File: config.mk
export PLATFORM = sky130hd
export DESIGN_NAME = backend_cfg_sequencer
export DESIGN_NICKNAME = d
export VERILOG_FILES = /design/src/rtl/backend_cfg_pkg.sv /design/src/rtl/backend_cfg_sequencer_serializer.sv /design/src/rtl/backend_cfg_sequencer.sv
export SDC_FILE = /design/constraint.sdc
export NUM_CORES = 1
export LEC_CHECK = 0
export ABC_AREA = 1
export CAP_MARGIN = 20
export CORE_MARGIN = 10
export CORE_UTILIZATION = 60
export CTS_BUF_LIST = sky130_fd_sc_hd__clkbuf_2
export DETAILED_ROUTE_END_ITERATION = 8
export GPL_TIMING_DRIVEN = 0
export PLACE_DENSITY_LB_ADDON = 0.1
export RECOVER_POWER = 25
export SYNTH_ARGS = -nofsm -noshare
export SYNTH_HDL_FRONTEND = slang
export SYNTH_HIERARCHICAL = 1
export SYNTH_SLANG_ARGS = --single-unit
File: constraint.sdc
create_clock -name i_clk -period 3.75 [get_ports i_clk]
set_input_delay 0.5625 -clock i_clk [delete_from_list [all_inputs] [get_ports i_clk]]
set_output_delay 0.5625 -clock i_clk [all_outputs]
set_load 0.05 [all_outputs]
File: src/rtl/backend_cfg_pkg.sv
// Shared definitions for the backend configuration sequencer.
// State encodings, frame default and a counter-width helper.
package backend_cfg_pkg;

  localparam int unsigned FRAME_BITS_DEF = 5;

  typedef enum logic [2:0] {
    IDLE       = 3'd0,
    RST_LOW    = 3'd1,
    SHIFT      = 3'd2,
    WAIT_READY = 3'd3,
    DONE       = 3'd4,
    ERROR      = 3'd5
  } state_e;

  // Width of a counter that must reach n-1; never narrower than 1 bit.
  function automatic int unsigned cw(input int unsigned n);
    return (n <= 1) ? 1 : $clog2(n);
  endfunction

endpackage

File: src/rtl/backend_cfg_sequencer_serializer.sv
// Serial frame shifter: LSB first, sclk low then high per bit.
// sdin moves only when sclk falls or on the load cycle.
module bcs_serializer
  import backend_cfg_pkg::*;
#(
  parameter int unsigned SCLK_HALF  = 4,
  parameter int unsigned FRAME_BITS = FRAME_BITS_DEF
) (
  input  logic                  clk,
  input  logic                  rst,
  input  logic                  load,
  input  logic [FRAME_BITS-1:0] frame,
  output logic                  sclk,
  output logic                  sdin,
  output logic                  last_bit_done
);

  localparam int unsigned HW = cw(SCLK_HALF);
  localparam int unsigned BW = cw(FRAME_BITS);
  localparam logic [HW-1:0] H_LAST = HW'(SCLK_HALF - 1);
  localparam logic [BW-1:0] B_LAST = BW'(FRAME_BITS - 1);

  logic                  active;
  logic [HW-1:0]         hcnt;
  logic [BW-1:0]         bcnt;
  logic [FRAME_BITS-1:0] shreg;
  logic                  half_end;

  assign half_end      = active && (hcnt == H_LAST);
  assign last_bit_done = half_end && sclk && (bcnt == B_LAST);

  // Half-period timing, bit counting and shifting of the frame.
  always_ff @(posedge clk) begin
    if (rst) begin
      active <= 1'b0;
      hcnt   <= '0;
      bcnt   <= '0;
      shreg  <= '0;
      sclk   <= 1'b0;
      sdin   <= 1'b0;
    end else if (load) begin
      active <= 1'b1;
      hcnt   <= '0;
      bcnt   <= '0;
      shreg  <= frame;
      sclk   <= 1'b0;
      sdin   <= frame[0];
    end else if (active) begin
      if (!half_end) begin
        hcnt <= hcnt + 1'b1;
      end else begin
        hcnt <= '0;
        sclk <= ~sclk;
        if (sclk) begin
          if (bcnt == B_LAST) begin
            active <= 1'b0;
            sdin   <= 1'b0;
          end else begin
            bcnt  <= bcnt + 1'b1;
            sdin  <= shreg[1];
            shreg <= shreg >> 1;
          end
        end
      end
    end
  end

endmodule

File: src/rtl/backend_cfg_sequencer.sv
// Backend start-up controller: reset, serial config load, ready wait.
// Optional BCS_AUTO_RETRY_EN replays the frame after a ready timeout.
module backend_cfg_sequencer
  import backend_cfg_pkg::*;
#(
  parameter int unsigned SCLK_HALF      = 4,
  parameter int unsigned FRAME_BITS     = FRAME_BITS_DEF,
  parameter int unsigned RST_LOW_CYCLES = 4,
  parameter int unsigned READY_TIMEOUT  = 1024,
  parameter int unsigned MAX_RETRY      = 2
) (
  input  logic                  i_clk,
  input  logic                  i_rst,
  input  logic                  i_start,
  input  logic [FRAME_BITS-1:0] i_cfg_data,
  input  logic                  i_ready,
  output logic                  o_resetbAll,
  output logic                  o_sclk,
  output logic                  o_sdin,
  output logic                  o_busy,
  output logic                  o_done,
  output logic                  o_error
);

  localparam int unsigned RW = cw(RST_LOW_CYCLES);
  localparam int unsigned TW = cw(READY_TIMEOUT);
  localparam logic [RW-1:0] R_LAST = RW'(RST_LOW_CYCLES - 1);
  localparam logic [TW-1:0] T_LAST = TW'(READY_TIMEOUT - 1);

  state_e                state;
  state_e                next;
  logic [FRAME_BITS-1:0] frame;
  logic [RW-1:0]         rcnt;
  logic [TW-1:0]         tcnt;
  logic                  accept;
  logic                  rst_last;
  logic                  timeout;
  logic                  load;
  logic                  last_bit_done;
  logic                  retry_ok;
  logic                  resetb_d;
  logic                  busy_d;
  logic                  done_d;
  logic                  error_d;

  assign accept   = i_start &&
                    (state == IDLE || state == DONE || state == ERROR);
  assign rst_last = (rcnt == R_LAST);
  assign timeout  = (tcnt == T_LAST);
  assign load     = (state == RST_LOW) && rst_last;

`ifdef BCS_AUTO_RETRY_EN
  localparam int unsigned QW = cw(MAX_RETRY + 1);
  localparam logic [QW-1:0] Q_MAX = QW'(MAX_RETRY);

  logic [QW-1:0] retry;

  assign retry_ok = (retry < Q_MAX);

  // Retry count: cleared per request, bumped on each replayed attempt.
  always_ff @(posedge i_clk) begin
    if (i_rst || accept) begin
      retry <= '0;
    end else if (state == WAIT_READY && !i_ready &&
                 timeout && retry_ok) begin
      retry <= retry + 1'b1;
    end
  end
`else
  logic unused_retry;

  assign retry_ok     = 1'b0;
  assign unused_retry = (MAX_RETRY != 0);
`endif

  // State register.
  always_ff @(posedge i_clk) begin
    if (i_rst) begin
      state <= IDLE;
    end else begin
      state <= next;
    end
  end

  // Next-state decode.
  always_comb begin
    next = state;
    unique case (state)
      IDLE: begin
        if (i_start) next = RST_LOW;
      end
      RST_LOW: begin
        if (rst_last) next = SHIFT;
      end
      SHIFT: begin
        if (last_bit_done) next = WAIT_READY;
      end
      WAIT_READY: begin
        if (i_ready) begin
          next = DONE;
        end else if (timeout) begin
          next = retry_ok ? RST_LOW : ERROR;
        end
      end
      DONE: begin
        if (i_start) begin
          next = RST_LOW;
        end else if (!i_ready) begin
          next = ERROR;
        end
      end
      ERROR: begin
        if (i_start) next = RST_LOW;
      end
      default: next = IDLE;
    endcase
  end

  // Output decode from the upcoming state so outputs can be registered.
  always_comb begin
    resetb_d = (next == SHIFT) || (next == WAIT_READY) ||
               (next == DONE);
    busy_d   = (next == RST_LOW) || (next == SHIFT) ||
               (next == WAIT_READY);
    done_d   = (next == DONE);
    error_d  = (next == ERROR);
  end

  // Registered status outputs.
  always_ff @(posedge i_clk) begin
    if (i_rst) begin
      o_resetbAll <= 1'b0;
      o_busy      <= 1'b0;
      o_done      <= 1'b0;
      o_error     <= 1'b0;
    end else begin
      o_resetbAll <= resetb_d;
      o_busy      <= busy_d;
      o_done      <= done_d;
      o_error     <= error_d;
    end
  end

  // Reset-hold and ready-timeout counters, cleared on state entry.
  always_ff @(posedge i_clk) begin
    if (i_rst) begin
      rcnt <= '0;
      tcnt <= '0;
    end else begin
      rcnt <= (state == RST_LOW && next == RST_LOW) ?
              rcnt + 1'b1 : '0;
      tcnt <= (state == WAIT_READY && next == WAIT_READY) ?
              tcnt + 1'b1 : '0;
    end
  end

  // Frame capture on accepted start only.
  always_ff @(posedge i_clk) begin
    if (i_rst) begin
      frame <= '0;
    end else if (accept) begin
      frame <= i_cfg_data;
    end
  end

  bcs_serializer #(
    .SCLK_HALF  (SCLK_HALF),
    .FRAME_BITS (FRAME_BITS)
  ) u_ser (
    .clk           (i_clk),
    .rst           (i_rst),
    .load          (load),
    .frame         (frame),
    .sclk          (o_sclk),
    .sdin          (o_sdin),
    .last_bit_done (last_bit_done)
  );

endmodule

==> summary.txt, run 1 <==
Floorplan
  • Core footprint: ~2700 sq um
  • Die Footprint: ~5400 sq um
  • Top Ports: 15
  • Overall die height: ~73 microns
  • Width of the die: 73.2 microns
  • Number of cell rows: 19
  • Effective utilization at floorplan: 62.1%

Setup path
  • Max FO, Critical Path: 3
  • Arr. time, crit path: roughly 1.6 ns
  • Cell breakdown of the critical path: clkdlybuf4s50_1
  • Slowest CP cell: sky130_fd_sc_hd__clkdlybuf4s50_1
  • Crit path max-delay family: buffers and inverters
  • Required time of the critical path: between 3 and 4 ns
  • Path type of the worst setup path: reg2out
  • Count of buffering cells on the critical path with inverters included: 1
  • Type of element capturing the critical path: primary output
  • Worst Setup Start Kind: flop
  • Stage delay of the slowest cell on the critical path: just over 0.8 ns

Timing
  • Actual slew at the worst max-slew pin: just over 0.5 ns
  • Worst Clk Skew: roughly 0.017 ns
  • Hold violation count in the final report: 0
  • Period minus WS final: about 2.2 ns
  • Period utilization: 57.5%
  • RSZ-0062 raised after global routing: no
  • Final Max Tran Viols: 0
  • Highest clock rate: about 0.46 GHz
  • Final setup vio count: 0
  • Max_slew headroom: between 60% and 70%
  • Aggregate negative setup slack: 0 ns

Yosys
  • Number of distinct library cells after synthesis: 28
  • Number of standard cells after synthesis: around 220
  • Mean cell area of the mapped netlist: 7.89 sq um
  • Proportion of synthesized chip area in sequential cells: 42.5%
  • Flip-flop and latch count after synthesis: 36
  • Syn Std Cell Area: roughly 1700 sq um
  • Post-synth EDFFs: 0
  • Synthesized netlist net count: 229
  • Async set or reset register ratio after synthesis: 0%
  • Main flop type after synthesis: sky130_fd_sc_hd__dfxtp_1
  • Yosys Warn Count: 6

Clock tree
  • Quantity of hold-fixing buffers added after cts: 0
  • Cts repair resizes: 0
  • Clock transition at the register clock pins on the worst setup and hold paths after CTS: between 0.15 and 0.2 ns
  • Clock tree buffer depth: 2
  • Clock buffers created by TritonCTS: 5
  • Setup Buffers After CTS: 0
  • Number of levels in the clock H-tree: 2
  • Clock tree root buffer cell: sky130_fd_sc_hd__clkbuf_2
  • Clock latency reported for the late side of the worst-skew pair: 0.39 ns
  • CTS tree: done
  • TritonCTS Sinks: 36

Power and ir drop
  • Cell Int Power: ~520 uW
  • Areal power density over the cells: 353 nW/um^2
  • Relative contribution of sequential cells to total power: between 50% and 60%
  • Maximum vdd ir drop: approximately 0.28 mV
  • Switching part of the total: about a quarter
  • Portion of total power attributed to the clock network: roughly 36%
  • Combinational fraction of design power: 6.1%
  • Net switching component of the power: between 150 and 200 uW
  • Leakage power: 0.000777 uW

Drt
  • Routed len/inst: 11.6 microns
  • Starting DRT DRC Count: ~100
  • Total Wirelength: a little over 3000 microns
  • Iteration count of the initial detailed-routing pass: 4
  • Via density: around 5.0
  • Antenna Violating Nets Remaining: 0
  • DRC Markers: 0
  • Overall via count from detail_route: about 1300

GRT
  • Antenna violations before repair: 0
  • Residual overflow from global routing: 0
  • Maximum number of pins on one net before global-route repair: 13
  • Via count of the first global-routing pass: between 1000 and 1500
  • Global-route wire length before repair: 5490 microns
  • Total routing resource utilization after global routing: 12.7%

Flow run
  • Number of max-capacitance violations reported: 0

Layout
  • Diodes inserted: 0
  • Fraction of final layout cells with drive strength greater than 1: between 10% and 20%
  • Layout overhead on the synthesized area: 13.9%
  • Net total in the final layout: 250
  • Post-route cell area: about 1900 sq um

Placement
  • Placement-stage cell area: 1880 sq um
  • Gp weighted congestion: between 0.8 and 0.9
  • Count of input and output buffers: 14
  • Total half-perimeter wirelength after legalization and detailed placement: about 2400 microns

Status
  • Status: finished clean

Hold path
  • Path type of the worst min-delay path: reg2reg
==> power groups by stage <==
stage                     sequential, uW  clock (uW)  combinational (uW)
after detailed placement             403           0                42.3
after floorplan                      406           0                21.7
final                                396         246                41.6
after global placement               403           0                40.2
after global routing                 397         271                47.5
after CTS                            396         253                42.4
==> area by class of cell <==
class,count,area (sq um)
Tap cell,31,38.8
Buffer,1,3.75
Timing Repair Buffer,14,140
Multi-Input combinational cell,149,847
Sequential cell,36,721
Fill cell,232,802
Inverter,29,114
Clock buffer,5,25.0
Clock inverter,3,42.5
==> cells by family after synthesis <==
family,after synthesis,synth area share [%]
and+or+nand+nor,117,35.7
DFF,36,42.5
buffers and inverters,30,7.01
AOI/OAI and AO/OA,22,8.55
xor gates and xnor gates,5,2.58
adders and majority gates,5,3.69
==> sequential cells by signal (all words and copies together), names as in the netlist <==
register / count
o_done: 1
u_ser/sdin: 1
u_ser/sclk: 1
u_ser/active: 1
tcnt: 10
u_ser/bcnt: 3
state: 3
rcnt: 2
u_ser/hcnt: 2
o_resetbAll: 1
o_error: 1
o_busy: 1
frame: 5
u_ser/shreg: 4
==> cell usage after synthesis (all sizes together), types with 2 or more instances <==
| cell | instances | share of area (%) |
|---|---|---|
| clkinv | 2 | 0.74 |
| ha | 5 | 3.7 |
| nor3b | 3 | 2.2 |
| nand3 | 17 | 7.1 |
| o21ai | 10 | 2.9 |
| nand4 | 2 | 0.74 |
| nand2 | 38 | 10 |
| nor2 | 56 | 15 |
| a211oi | 2 | 1.2 |
| inv | 27 | 6.0 |
| a21oi | 9 | 3.8 |
| dfxtp | 36 | 42 |
| xor2 | 5 | 2.6 |
==> per-stage QoR <==
step	hold WS (ns)	setup slack [ns]	util [%]	std cells	total power, uW
6_report	0.464	1.59	70.7	268	683
2_1_floorplan	0.398	2.25	-	215	427
3_5_place_dp	0.440	1.60	68.6	260	446
4_1_cts	0.463	1.55	71.1	268	691
5_1_grt	0.469	1.46	70.7	268	715
3_3_place_gp	0.407	1.63	68.6	260	443
==> worst paths after layout <==
path	start	endpoint	slack (ns)	depth (start not counted)
setup / recovery	u_ser/sclk	o_sclk	1.59	1
hold / removal	tcnt[0]	tcnt[0]	0.46	1
setup reg to reg	state[1]	u_ser/hcnt[0]	2.06	7
hold reg to reg	tcnt[0]	tcnt[0]	0.46	1
==> routing by layer <==
layer  wire (microns)  track usage [%]  up-vias
li1                 -                -      718
met2             1610             21.9       12
met5                0                0        -
met1             1320             13.5      610
met3               88             3.95        9
met4               77             6.33        0
==> layout by cell type, fill, tap and decap left out, types with 4 or more instances in the layout <==
cell type                         netlist  routed
sky130_fd_sc_hd__xor2_1                 5       5
sky130_fd_sc_hd__ha_1                   5       5
sky130_fd_sc_hd__inv_1                 23      24
sky130_fd_sc_hd__nor2_1                47      49
sky130_fd_sc_hd__clkbuf_2               0       5
sky130_fd_sc_hd__o21ai_0                7       8
sky130_fd_sc_hd__nand2_1               27      27
sky130_fd_sc_hd__clkdlybuf4s50_1        0      14
sky130_fd_sc_hd__a21oi_1                6       6
sky130_fd_sc_hd__nand3_1               13      14
sky130_fd_sc_hd__nor2_4                 4       4
sky130_fd_sc_hd__dfxtp_1               36      36
sky130_fd_sc_hd__nand2_2               10      10
Power figures use the tool's default switching activity.
==> run 2, diff against run 1 <==
--- a/config.mk
+++ b/config.mk
@@ -8,7 +8,7 @@
 export ABC_AREA = 1
 export CAP_MARGIN = 20
 export CORE_MARGIN = 10
-export CORE_UTILIZATION = 60
+export CORE_UTILIZATION = 53
 export CTS_BUF_LIST = sky130_fd_sc_hd__clkbuf_2
 export DETAILED_ROUTE_END_ITERATION = 8
 export GPL_TIMING_DRIVEN = 0
==> constraint.sdc (replaced) <==
create_clock -name i_clk -period 1.85 [get_ports i_clk]
set_input_delay 0.2775 -clock i_clk [delete_from_list [all_inputs] [get_ports i_clk]]
set_output_delay 0.2775 -clock i_clk [all_outputs]
set_load 0.05 [all_outputs]
==> summary.txt, run 2 (synthesized netlist as in run 1, its figures left out) <==
GRT
  • Total routing resource utilization after global routing: 11.0% (was 12.7%)
  • Global-route wire length before repair: 5400 microns (was 5490 microns)
  • Maximum number of pins on one net before global-route repair: 11 (was 13)
  • Via count of the first global-routing pass: 1253 (was 1297)
  • Residual overflow from global routing: 0 (unchanged)
  • Antenna violations before repair: 0 (unchanged)

Drt
  • Antenna Violating Nets Remaining: 0 (unchanged)
  • DRC Markers: 0 (unchanged)
  • Overall via count from detail_route: 1350 (was 1349)
  • Routed len/inst: 10.5 microns (was 11.6 microns)
  • Iteration count of the initial detailed-routing pass: 4 (unchanged)
  • Total Wirelength: 2960 microns (was 3100 microns)
  • Via density: 4.80 (was 5.03)
  • Starting DRT DRC Count: 79 (was 101)

Power and ir drop
  • Net switching component of the power: 301 uW (was 163 uW)
  • Portion of total power attributed to the clock network: 28.1% (was 36.0%)
  • Relative contribution of sequential cells to total power: 65.3% (was 57.9%)
  • Cell Int Power: 927 uW (was 520 uW)
  • Combinational fraction of design power: 6.7% (was 6.1%)
  • Switching part of the total: 24.5% (was 23.9%)
  • Areal power density over the cells: 638 nW/um^2 (was 353 nW/um^2)
  • Maximum vdd ir drop: 0.441 mV (was 0.279 mV)
  • Leakage power: 0.000792 uW (was 0.000777 uW)

Layout
  • Layout overhead on the synthesized area: 13.4% (was 13.9%)
  • Most frequent standard cell in the layout excluding fill and tap cells: sky130_fd_sc_hd__nor2_1 (unchanged)
  • Most used cells in the layout excluding fill and tap cells: sky130_fd_sc_hd__nor2_1, sky130_fd_sc_hd__dfxtp_1, sky130_fd_sc_hd__nand2_1 (unchanged)
  • Post-route cell area: 1920 sq um (was 1930 sq um)
  • Diodes inserted: 0 (unchanged)
  • Registers with the most flip-flops: tcnt (10), frame (5), u_ser/shreg (4) (unchanged)
  • Register with the most flip-flops: tcnt (unchanged)
  • Post-route core utilization: 63.0% (was 70.7%)
  • Fraction of final layout cells with drive strength greater than 1: 17.7% (was 17.3%)
  • Net total in the final layout: 250 (unchanged)
  • Flip-flop count of the largest register, all copies and words added: 10 (unchanged)

Floorplan
  • Overall die height: 76.6 microns (was 73.2 microns)
  • Core footprint: 3050 sq um (was 2730 sq um)
  • Number of cell rows: 20 (was 19)
  • Effective utilization at floorplan: 55.6% (was 62.1%)
  • Die Footprint: 5860 sq um (was 5350 sq um)
  • Top Ports: 15 (unchanged)
  • Width of the die: 76.6 microns (was 73.2 microns)

Placement
  • Gp weighted congestion: 0.807 (was 0.885)
  • Total half-perimeter wirelength after legalization and detailed placement: 2300 microns (was 2410 microns)
  • Count of input and output buffers: 14 (unchanged)
  • Placement-stage cell area: 1890 sq um (was 1880 sq um)

Timing
  • Max_slew headroom: 65.6% (was 65.3%)
  • Final Max Tran Viols: 0 (unchanged)
  • Highest clock rate: between 0.5 and 0.6 GHz
  • RSZ-0062 raised after global routing: no (unchanged)
  • Worst Clk Skew: 0.0155 ns (was 0.0166 ns)
  • Actual slew at the worst max-slew pin: 0.516 ns (was 0.518 ns)
  • Period minus WS final: about 1.8 ns
  • Period utilization: 96.1%
  • Final setup vio count: 0 (unchanged)
  • Hold violation count in the final report: 0 (unchanged)

Setup path
  • Stage delay of the slowest cell on the critical path: 0.80 ns (was 0.82 ns)
  • Worst Setup Start Kind: flop (unchanged)
  • Crit Reg-Reg Startpoint: state[1] (unchanged)
  • Crit path max-delay family: buffers and inverters (unchanged)
  • Slowest CP cell: sky130_fd_sc_hd__clkdlybuf4s50_1 (unchanged)
  • Type of element capturing the critical path: primary output (unchanged)
  • Required time of the critical path: 1.57 ns (was 3.19 ns)
  • Count of buffering cells on the critical path with inverters included: 1 (unchanged)
  • Arr. time, crit path: 1.50 ns (was 1.60 ns)
  • Max FO, Critical Path: 1 (was 3)
  • Path type of the worst setup path: reg2out (unchanged)
  • Crit. Startpoint: o_resetbAll (was u_ser/sclk)
  • Cell breakdown of the critical path: clkdlybuf4s50_1 (unchanged)

Clock tree
  • Clock latency reported for the late side of the worst-skew pair: 0.37 ns (was 0.39 ns)
  • CTS tree: done (unchanged)
  • Clock tree root buffer cell: sky130_fd_sc_hd__clkbuf_2 (unchanged)
  • TritonCTS Sinks: 36 (unchanged)
  • Clock buffers created by TritonCTS: 5 (unchanged)
  • Clock tree buffer depth: 2 (unchanged)
  • Clock transition at the register clock pins on the worst setup and hold paths after CTS: 0.16 ns (was 0.19 ns)
  • Number of levels in the clock H-tree: 2 (unchanged)
  • Quantity of hold-fixing buffers added after cts: 0 (unchanged)

Hold path
  • Path type of the worst min-delay path: reg2reg (unchanged)
  • Startpoint of the lowest-slack hold path: rcnt[0] (was tcnt[0])

Flow run
  • Number of max-capacitance violations reported: 0 (unchanged)

Status
  • Status: finished clean (unchanged)
## run 2: final cells by class
type | instances | area, sq um
fillers | 283 | 1130
flip-flops and latches | 36 | 721
repair buffers | 14 | 140
plain buffers | 1 | 3.75
well taps | 44 | 55.1
multi-input cells | 149 | 852
clock inverters | 1 | 3.75
clock buffers | 7 | 35.0
inverters | 29 | 114
## run 2: power by group through the flow
stage | Clock [uW] | Combinational, uW | Sequential (uW)
3_3_place_gp | 0 | 81.6 | 817
5_1_grt | 403 | 95.2 | 805
4_1_cts | 363 | 83.5 | 802
2_1_floorplan | 0 | 44.0 | 822
6_report | 345 | 81.9 | 801
3_5_place_dp | 0 | 83.3 | 818
## run 2: final timing paths
path,slack [ns],cells after the start,to
max,0.07,1,o_resetbAll
min,0.43,1,rcnt[0]
max reg2reg,0.26,7,u_ser/hcnt[0]
min reg2reg,0.43,1,rcnt[0]
## run 2: per-stage QoR
step / hold slack [ns] / setup TNS (ns) / worst slack, ns / cells / power [uW]
after floorplan: 0.343 / 0 / 0.347 / 215 / 866
after global placement: 0.407 / -0.0847 / -0.0179 / 273 / 899
after detailed placement: 0.418 / -0.166 / -0.0259 / 273 / 901
after CTS: 0.439 / 0 / 0.0305 / 281 / 1250
after global routing: 0.461 / 0 / 0.00268 / 281 / 1300
final: 0.434 / 0 / 0.0712 / 281 / 1230
## run 2: what timing repair did
action	in CTS	in global routing
setup buffers	0	0
resized for setup	2	1
setup endpoints to repair	2	1
## run 2: layer usage
metal,GRT usage (%),wire (microns)
met1,11.9,1300
met2,19.2,1510
met3,4.01,103
met4,3.90,43
met5,0,0
==> run 3, diff against run 2 <==
--- a/config.mk
+++ b/config.mk
@@ -14,6 +14,7 @@
 export GPL_TIMING_DRIVEN = 0
 export PLACE_DENSITY_LB_ADDON = 0.1
 export RECOVER_POWER = 25
+export SETUP_SLACK_MARGIN = 0.4
 export SYNTH_ARGS = -nofsm -noshare
 export SYNTH_HDL_FRONTEND = slang
 export SYNTH_HIERARCHICAL = 1
==> summary.txt, run 3 (synthesized netlist as in run 1, its figures left out) <==
Placement
  • Worst-case setup slack after placement: -0.0361 ns (was -0.0259 ns)
  • Gp weighted congestion: 0.810 (was 0.807)
  • Total half-perimeter wirelength after legalization and detailed placement: 2330 microns (was 2300 microns)
  • Count of input and output buffers: 14 (unchanged)

Drt
  • Iteration count of the initial detailed-routing pass: 4 (unchanged)
  • WL met3: 107 microns (was 103 microns)
  • Total met2 wirelength after detailed routing: 1520 microns (was 1510 microns)
  • Total Wirelength: 3020 microns (was 2960 microns)
  • Starting DRT DRC Count: 68 (was 79)
  • Overall via count from detail_route: 1360 (was 1350)
  • Routed metal-1 wirelength: 1380 microns (was 1300 microns)
  • Routed len/inst: 10.8 microns (was 10.5 microns)
  • Highest metal layer with signal wires: met4 (unchanged)
  • Antenna Violating Nets Remaining: 0 (unchanged)
  • DRC Markers: 0 (unchanged)
  • Via density: 4.84 (was 4.80)

Setup path
  • Slowest CP cell: sky130_fd_sc_hd__dfxtp_1 (was sky130_fd_sc_hd__clkdlybuf4s50_1)
  • Stage delay of the slowest cell on the critical path: 0.38 ns (was 0.80 ns)
  • Type of element capturing the critical path: flop (was primary output)
  • Cell breakdown of the critical path: inv_1 -> nand3_1 -> nor2_1 -> buf_6 -> inv_1 -> nand2_1 -> nor2_1 -> nor2_1 -> nor2_1 (was clkdlybuf4s50_1)
  • Path type of the worst setup path: reg2reg (was reg2out)
  • Cell repeated most along the worst path: sky130_fd_sc_hd__nor2_1
  • Worst Setup Start Kind: flop (unchanged)
  • Required time of the critical path: 2.10 ns (was 1.57 ns)
  • Arr. time, crit path: 1.67 ns (was 1.50 ns)
  • Max FO, Critical Path: 8 (was 1)

Timing
  • Actual slew at the worst max-slew pin: 0.493 ns (was 0.516 ns)
  • RSZ-0062 raised after global routing: yes (was no)
  • Hold Slack: 0.365 ns (was 0.434 ns)
  • Highest clock rate: 0.705 GHz (was 0.562 GHz)
  • Max_slew headroom: 67.1% (was 65.6%)
  • Period utilization: 76.7% (was 96.1%)
  • Worst-case setup margin in the final layout: 0.431 ns (was 0.0712 ns)
  • Final Max Tran Viols: 0 (unchanged)
  • Final setup vio count: 0 (unchanged)
  • Period minus WS final: 1.42 ns (was 1.78 ns)
  • Worst Clk Skew: 0.0171 ns (was 0.0155 ns)
  • Hold violation count in the final report: 0 (unchanged)

Clock tree
  • Quantity of hold-fixing buffers added after cts: 0 (unchanged)
  • CTS tree: done (unchanged)
  • Clock transition at the register clock pins on the worst setup and hold paths after CTS: 0.16 ns (about the same)
  • Clock buffers created by TritonCTS: 5 (unchanged)
  • Clock latency reported for the late side of the worst-skew pair: 0.35 ns (was 0.37 ns)
  • Clock tree root buffer cell: sky130_fd_sc_hd__clkbuf_2 (unchanged)
  • Number of levels in the clock H-tree: 2 (unchanged)
  • TritonCTS Sinks: 36 (unchanged)
  • Clock tree buffer depth: 2 (unchanged)

Power and ir drop
  • Maximum vdd ir drop: 0.453 mV (was 0.441 mV)
  • Combinational fraction of design power: 7.5% (was 6.7%)
  • Portion of total power attributed to the clock network: 24.7% (was 28.1%)
  • Areal power density over the cells: 580 nW/um^2 (was 638 nW/um^2)
  • Leakage power: 0.000807 uW (was 0.000792 uW)
  • Relative contribution of sequential cells to total power: 67.9% (was 65.3%)
  • Switching part of the total: 23.6% (was 24.5%)
  • Cell Int Power: 901 uW (was 927 uW)
  • Net switching component of the power: 278 uW (was 301 uW)

Layout
  • Layout overhead on the synthesized area: 19.8% (was 13.4%)
  • Most used cells in the layout excluding fill and tap cells: sky130_fd_sc_hd__nor2_1, sky130_fd_sc_hd__dfxtp_1, sky130_fd_sc_hd__inv_1, sky130_fd_sc_hd__nand2_1, sky130_fd_sc_hd__nand3_1 (was sky130_fd_sc_hd__nor2_1, sky130_fd_sc_hd__dfxtp_1, sky130_fd_sc_hd__nand2_1)
  • Diodes inserted: 0 (unchanged)
  • Register with the most flip-flops: tcnt (unchanged)
  • Net total in the final layout: 253 (was 250)
  • Registers with the most flip-flops: tcnt (10), frame (5), u_ser/shreg (4) (unchanged)
  • Fraction of final layout cells with drive strength greater than 1: 28.7% (was 17.7%)
  • Flip-flop count of the largest register, all copies and words added: 10 (unchanged)
  • Most frequent standard cell in the layout excluding fill and tap cells: sky130_fd_sc_hd__nor2_1 (unchanged)

GRT
  • Residual overflow from global routing: 0 (unchanged)
  • Antenna violations before repair: 0 (unchanged)
  • Via count of the first global-routing pass: 1323 (was 1253)
  • Total routing resource utilization after global routing: 11.3% (was 11.0%)
  • Maximum number of pins on one net before global-route repair: 11 (unchanged)
  • Global-route wire length before repair: 5580 microns (was 5400 microns)

Floorplan
  • Core footprint: 3050 sq um (unchanged)
  • Effective utilization at floorplan: 55.6% (unchanged)
  • Width of the die: 76.6 microns (unchanged)
  • Overall die height: 76.6 microns (unchanged)
  • Top Ports: 15 (unchanged)
  • Die Footprint: 5860 sq um (unchanged)
  • Number of cell rows: 20 (unchanged)

Hold path
  • Path type of the worst min-delay path: in2reg (was reg2reg)

Flow run
  • Number of max-capacitance violations reported: 0 (unchanged)

Status
  • Status: finished clean (unchanged)
run 3: cell types whose count changed in the layout (fill, tap and decap cells not counted), sizes merged:
cell           change
clkdlybuf4s50      -3
dlygate4sd3        -1
clkdlybuf4s15      +4
clkbuf             -3
buf                +5
clkinv             -1
clkdlybuf4s18      +1
dlygate4sd2        -2
run 3: path summary, 6_finish.rpt:
kind / from / to / slack [ns] / depth (start not counted)
setup / recovery: state[2] / u_ser/shreg[1] / 0.43 / 9
setup reg to reg: state[2] / u_ser/shreg[1] / 0.43 / 9
hold / removal: i_rst / u_ser/shreg[1] / 0.37 / 2
hold reg to reg: rcnt[0] / rcnt[0] / 0.40 / 1
run 3: critical path: cells and delay by family, from the launching register on:
kind                   cells  cell delay [ns]
DFF                        1             0.38
and+or+nand+nor            6             0.51
buffers and inverters      3             0.43
run 3: timing repair:
| action | 4_1_cts | 5_1_grt |
|---|---|---|
| setup endpoints to repair | 15 | 21 |
| setup buffers | 2 | 1 |
| pin swaps | 2 | 12 |
| gates resized for setup | 26 | 28 |
run 3: power groups by stage:
stage	Clock, uW	Combinational (uW)	Sequential, uW
CTS	316	83.5	800
global route	351	100	803
floorplan	0	44.0	822
detailed placement	0	83.7	817
global placement	0	81.5	817
finish	291	88.0	800
run 3: cell type report:
class | count | area [sq um]
fill | 279 | 1020
multi-input combinational | 149 | 928
sequential | 36 | 732
timing repair buffer | 17 | 165
inverter | 29 | 115
tap | 44 | 55.1
clock buffer | 5 | 25.0
buffer | 1 | 11.3
run 3: through the flow:
step	instances	area [sq um]	power (uW)	setup TNS (ns)	utilization [%]
final	281	2030	1180	0	66.6
after global routing	281	2030	1250	0	66.6
after CTS	280	1960	1200	0	64.3
after detailed placement	273	1890	901	-0.222	62.0
after global placement	273	1890	898	-0.0933	62.0
after floorplan	215	1700	866	0	-
run 3: layer usage:
| layer | global-route usage [%] | vias to the layer above |
|---|---|---|
| met1 | 12.8 | 625 |
| li1 | - | 717 |
| met3 | 4.48 | 2 |
| met2 | 18.6 | 16 |
| met5 | 0 | - |
| met4 | 4.46 | 0 |
